## config.mk

```make
export PLATFORM = sky130hd
export DESIGN_NAME = pic_dbg_ctrl
export DESIGN_NICKNAME = d
export VERILOG_FILES = /design/src/rtl/pic_dbg_ctrl.sv
export SDC_FILE = /design/constraint.sdc
export NUM_CORES = 1
export LEC_CHECK = 0
export ABC_AREA = 0
export CAP_MARGIN = 40
export CORE_UTILIZATION = 27
export DETAILED_ROUTE_END_ITERATION = 6
export PLACE_DENSITY_LB_ADDON = 0.3
export SKIP_LAST_GASP = 1
export SLEW_MARGIN = 5
export SYNTH_ARGS = -nofsm -noshare
export SYNTH_HDL_FRONTEND = slang
export SYNTH_SLANG_ARGS = --single-unit
```

## constraint.sdc

```tcl
create_clock -name clock -period 1.6 [get_ports clock]
set_input_delay 0.32 -clock clock [delete_from_list [all_inputs] [get_ports clock]]
set_output_delay 0.32 -clock clock [all_outputs]
set_load 0.02 [all_outputs]
```

## src/rtl/pic_dbg_ctrl.sv

```systemverilog
// Debug run-control and register-file access controller for the PIC core.
// Optional hardware breakpoint is built when PIC_DBG_BREAKPOINT_EN is defined.
module pic_dbg_ctrl (
    input  logic       clock,
    input  logic       reset,
    input  logic [8:0] pc_addr,
    input  logic       halt_req,
    input  logic       resume,
    input  logic       step,
    input  logic       acc_req,
    input  logic       acc_we,
    input  logic [4:0] acc_addr,
    input  logic [7:0] acc_wdata,
    output logic       acc_ack,
    output logic [7:0] acc_rdata,
    input  logic [7:0] file_rdata,
    output logic       core_en,
    output logic       file_sel,
    output logic [4:0] file_addr,
    output logic [7:0] file_wdata,
    output logic       file_wen,
    output logic       file_oen,
    output logic       halted,
    input  logic [8:0] bp_addr,
    input  logic       bp_en,
    output logic       bp_hit
);

    localparam logic [2:0] RUN    = 3'd0;
    localparam logic [2:0] HALTED = 3'd1;
    localparam logic [2:0] STEP   = 3'd2;
    localparam logic [2:0] ACC_RD = 3'd3;
    localparam logic [2:0] ACC_WR = 3'd4;

    logic [2:0] state;
    logic       bp_match;
    logic       acc_start;
    logic       leave_halt;
    logic       sfr_addr;

    // A request arriving in the ack cycle is the tail of the previous access.
    assign acc_start  = (state == HALTED) && acc_req && !acc_ack;
    assign leave_halt = (state == HALTED) && !acc_start && (step || (resume && !halt_req));
    assign sfr_addr   = (acc_addr[4:3] == 2'b00);

`ifdef PIC_DBG_BREAKPOINT_EN
    logic bp_skip;
    logic bp_hit_q;

    assign bp_match = (state == RUN) && bp_en && (pc_addr == bp_addr) && !bp_skip;
    assign bp_hit   = bp_hit_q;

    // bp_skip lets the instruction sitting at the breakpoint run once after leaving HALTED.
    always_ff @(posedge clock or negedge reset) begin
        if (!reset) begin
            bp_skip  <= 1'b0;
            bp_hit_q <= 1'b0;
        end else begin
            bp_skip <= leave_halt;
            if (leave_halt)
                bp_hit_q <= 1'b0;
            else if (bp_match)
                bp_hit_q <= 1'b1;
        end
    end
`else
    logic unused_bp;

    assign unused_bp = ^{bp_addr, bp_en};
    assign bp_match  = 1'b0;
    assign bp_hit    = 1'b0;
`endif

    always_ff @(posedge clock or negedge reset) begin
        if (!reset) begin
            state     <= RUN;
            acc_ack   <= 1'b0;
            acc_rdata <= 8'h00;
        end else begin
            acc_ack <= 1'b0;
            case (state)
                RUN: begin
                    if (halt_req || bp_match)
                        state <= HALTED;
                end
                HALTED: begin
                    if (acc_start)
                        state <= acc_we ? ACC_WR : ACC_RD;
                    else if (step)
                        state <= STEP;
                    else if (resume && !halt_req)
                        state <= RUN;
                end
                STEP: begin
                    state <= HALTED;
                end
                ACC_RD: begin
                    acc_rdata <= sfr_addr ? 8'h00 : file_rdata;
                    acc_ack   <= 1'b1;
                    state     <= HALTED;
                end
                ACC_WR: begin
                    acc_ack <= 1'b1;
                    state   <= HALTED;
                end
                default: begin
                    state <= RUN;
                end
            endcase
        end
    end

    // Bus overrides are decoded from state alone so reset releases them at once.
    assign core_en    = ((state == RUN) && !bp_match) || (state == STEP);
    assign halted     = !((state == RUN) || (state == STEP));
    assign file_sel   = (state == ACC_RD) || (state == ACC_WR);
    assign file_addr  = file_sel ? acc_addr : 5'd0;
    assign file_wdata = (state == ACC_WR) ? acc_wdata : 8'h00;
    assign file_wen   = (state == ACC_WR) && !sfr_addr;
    assign file_oen   = (state == ACC_RD) && !sfr_addr;

endmodule

```

==> flow_summary.toml <==
[global_route]
fraction_of_met2_tracks_used_by_global_routing_pct = 24.8
use_met3_pct = 5.26
grt_use_met1_pct = 17.0
globalRoute.busiestLayer = "met2"
globalRouteOverflowTotal = 0
grt_use_total_pct = 15.1
first_pass_grt_wire_length_um = 2980
grt_start_max_net_pins = 13
antenna_found_initial = 0
number_of_global_route_vias_before_repair = 715

[floorplanning]
die_area_um2 = 2710
core_region_um2 = 2300
core.rowCount = 17
die_y_um = 52.1
die_width_um = 52.1
floorplan.io_pins = 75
initial_core_util_pct = 29.5

[route]
dr.first_iter.drc_count = 1
drt_drc_violations_left = 0
wirelength_um = 1810
dr_total_vias = 733
via_per_inst = 4.44
detail_route.first_pass.iterations = 2
detail_route.wl_per_cell_um = 11.0
drt.antenna.violating_nets = 0

[yosys]
netlist-cell-type-count = 22
post-synth-top-count-cell = "nand2_1"
synth.cell_area_um2 = 677
synthesized_area_divided_by_synthesized_cell_count_um2 = 9.15
synthTopCellsByArea = "dfrtp_1 (44%), and2_2 (10%), nand2_1 (9.4%), o21ai_0 (6.7%), and2_1 (4.6%)"
synth-edff-count = 0
synth_top_cell_by_area = "dfrtp_1"
yosys_most_used_dff = "dfrtp_1"
synth.net_count = 121
synth.top_cell.area_share_pct = 44.4
ys_seq_area_share_pct = 44.4
async_reset_ff_share_pct = 100
synthCells = 74
yosys_warnings = 0
ys_top_cells_by_count = "nand2_1 (17), dfrtp_1 (12), and2_2 (9), o21ai_0 (9), and2_1 (5)"
synth-seq-cells = 12

[placement]
io_buffers = 54
placed_cells = 160
gp_congestion = 0.738
place.detailed.hpwl_um = 1450

[layout]
finish.utilization_pct = 59.2
num_antenna_cells = 0
final_net_count = 185
area_growth_syn_to_layout_pct = 101
final-instance-count-excl-fill = 165
n_fill_cell = 216
post_route_cells_drive_above_1_share_pct = 35.8

[timing]
unrepaired_setup_endpoints_after_global_routing = "true"
timing.final.crit_period_ns = 1.73
worstMarginPinSlew_ns = 0.543
report.final.slew_viol_count = 0
final.setup.worst_slack_ns = -0.127
finalCritPeriodShare_pct = 108
report.final.setup_viol = 15
fmaxAchievable_ghz = 0.579
slew_headroom_pct = 63.7
fin_worst_skew_ns = 0.00324
finalHoldWorstSlack_ns = 0.398
finalHoldViolCount = 0

[pwr]
vdd_ir_drop_max_v = 0.000690
power.total_mw = 1.85
powerDensity_nw_per_um2 = 1360
p_leak_nw = 0.676

[status]
outcome = "complete, but fails checks"
failed_checks = "setup timing"

[clocking]
hold_buffers = 0
clock_insertion_delay_worst_skew_ns = 0.27
htree_levels = 1
cts.sinks = 12
clockBufferDepth = 2
cts-root-buf = "clkbuf_4"
cts_buffer_count = 3
cts_tree = "done"
clk_pin_slew_worst_paths_ns = 0.08

[critical_path]
timing.critical_path.fanout_max = 7
arrival_ns = 1.41
critPathLaunchType = "flop"
critical_path_endpoint_category = "output pin"
crit_type = "flop to output pin"
critical_path_required_ns = 1.28

[flow_run]
maxCapViolCount = 0

[worst_hold_path]
worst_hold_path_type = "primary input to async pin"
-- final timing paths --
kind | start | end | slack, ns | cells after the start
min in group clock | acc_rdata[7] | acc_rdata[7] | 0.48 | 2
min reg2reg | acc_rdata[7] | acc_rdata[7] | 0.48 | 2
min | reset | acc_rdata[3] | 0.40 | 1
max | state[1] | file_addr[2] | -0.13 | 4
max in group asynchronous | reset | acc_ack | 0.84 | 1
max reg2reg | state[1] | state[0] | 0.27 | 3
-- metal layers --
layer  part of all wire (%)  up-vias
met2                     50       39
met4                   0.88        0
met1                     39      328
met3                    9.9        2
met5                      0        -
li1                       -      364
-- critical path, stage by stage, from the launching register on --
cell	delay (ns)
dfrtp_1	0.41
nor3b_4	0.27
nand2b_4	0.21
and2_4	0.15
buf_6	0.11
-- flip-flops by register name (all words and copies together), names as in the netlist --
register   cells
state          3
acc_rdata      8
acc_ack        1
-- through the flow --
| step | area (um^2) | setup WS, ns | setup TNS (ns) |
|---|---|---|---|
| after floorplan | 677 | 0.0883 | 0 |
| after global placement | 1280 | -0.499 | -4.44 |
| after detailed placement | 1280 | -0.521 | -4.48 |
| after CTS | 1350 | -0.141 | -1.38 |
| after global routing | 1360 | -0.205 | -2.41 |
| final | 1360 | -0.127 | -1.22 |
-- logic make-up (layout without fill, tap and decap cells) --
kind of cell / Yosys count / count (layout) / synth area share, %
buffers and inverters: 4 / 67 / 3.88
DFF: 12 / 12 / 44.4
other: 1 / 1 / 0.554
and+or+nand+nor: 46 / 46 / 42.3
AOI/OAI and AO/OA: 11 / 11 / 8.87
-- timing repair --
item	4_1_cts	5_1_grt
pin swaps	14	2
setup buffers	0	1
gates resized for setup	117	6
endpoints found under the setup margin	19	19
-- final cells by class --
cell class,count,area [um^2],area share (%)
Clock buffer,4,36.3,2.67
Timing Repair Buffer,62,606,44.5
Tap cell,28,35.0,2.58
Sequential cell,12,300,22.1
Multi-Input combinational cell,58,379,27.9
Inverter,1,3.75,0.276
-- power by group --
part	internal [mW]	total (mW)	switching [mW]
registers	0.432	0.509	0.0762
clock network	0.138	0.242	0.104
logic	0.556	1.10	0.546
-- cells in the final DEF, fill, tap and decap left out, types with 2 or more instances in the layout --
cell / count
nor2b_1: 3
buf_6: 15
buf_2: 3
nor3_1: 3
o21ai_0: 9
clkbuf_4: 3
nand2_1: 17
buf_4: 8
dlymetal6s2s_1: 2
dlygate4sd2_1: 3
dfrtp_1: 12
clkdlybuf4s50_1: 31
nand2b_1: 2
and2_4: 14
No activity file was read; power rests on OpenSTA's default activity.
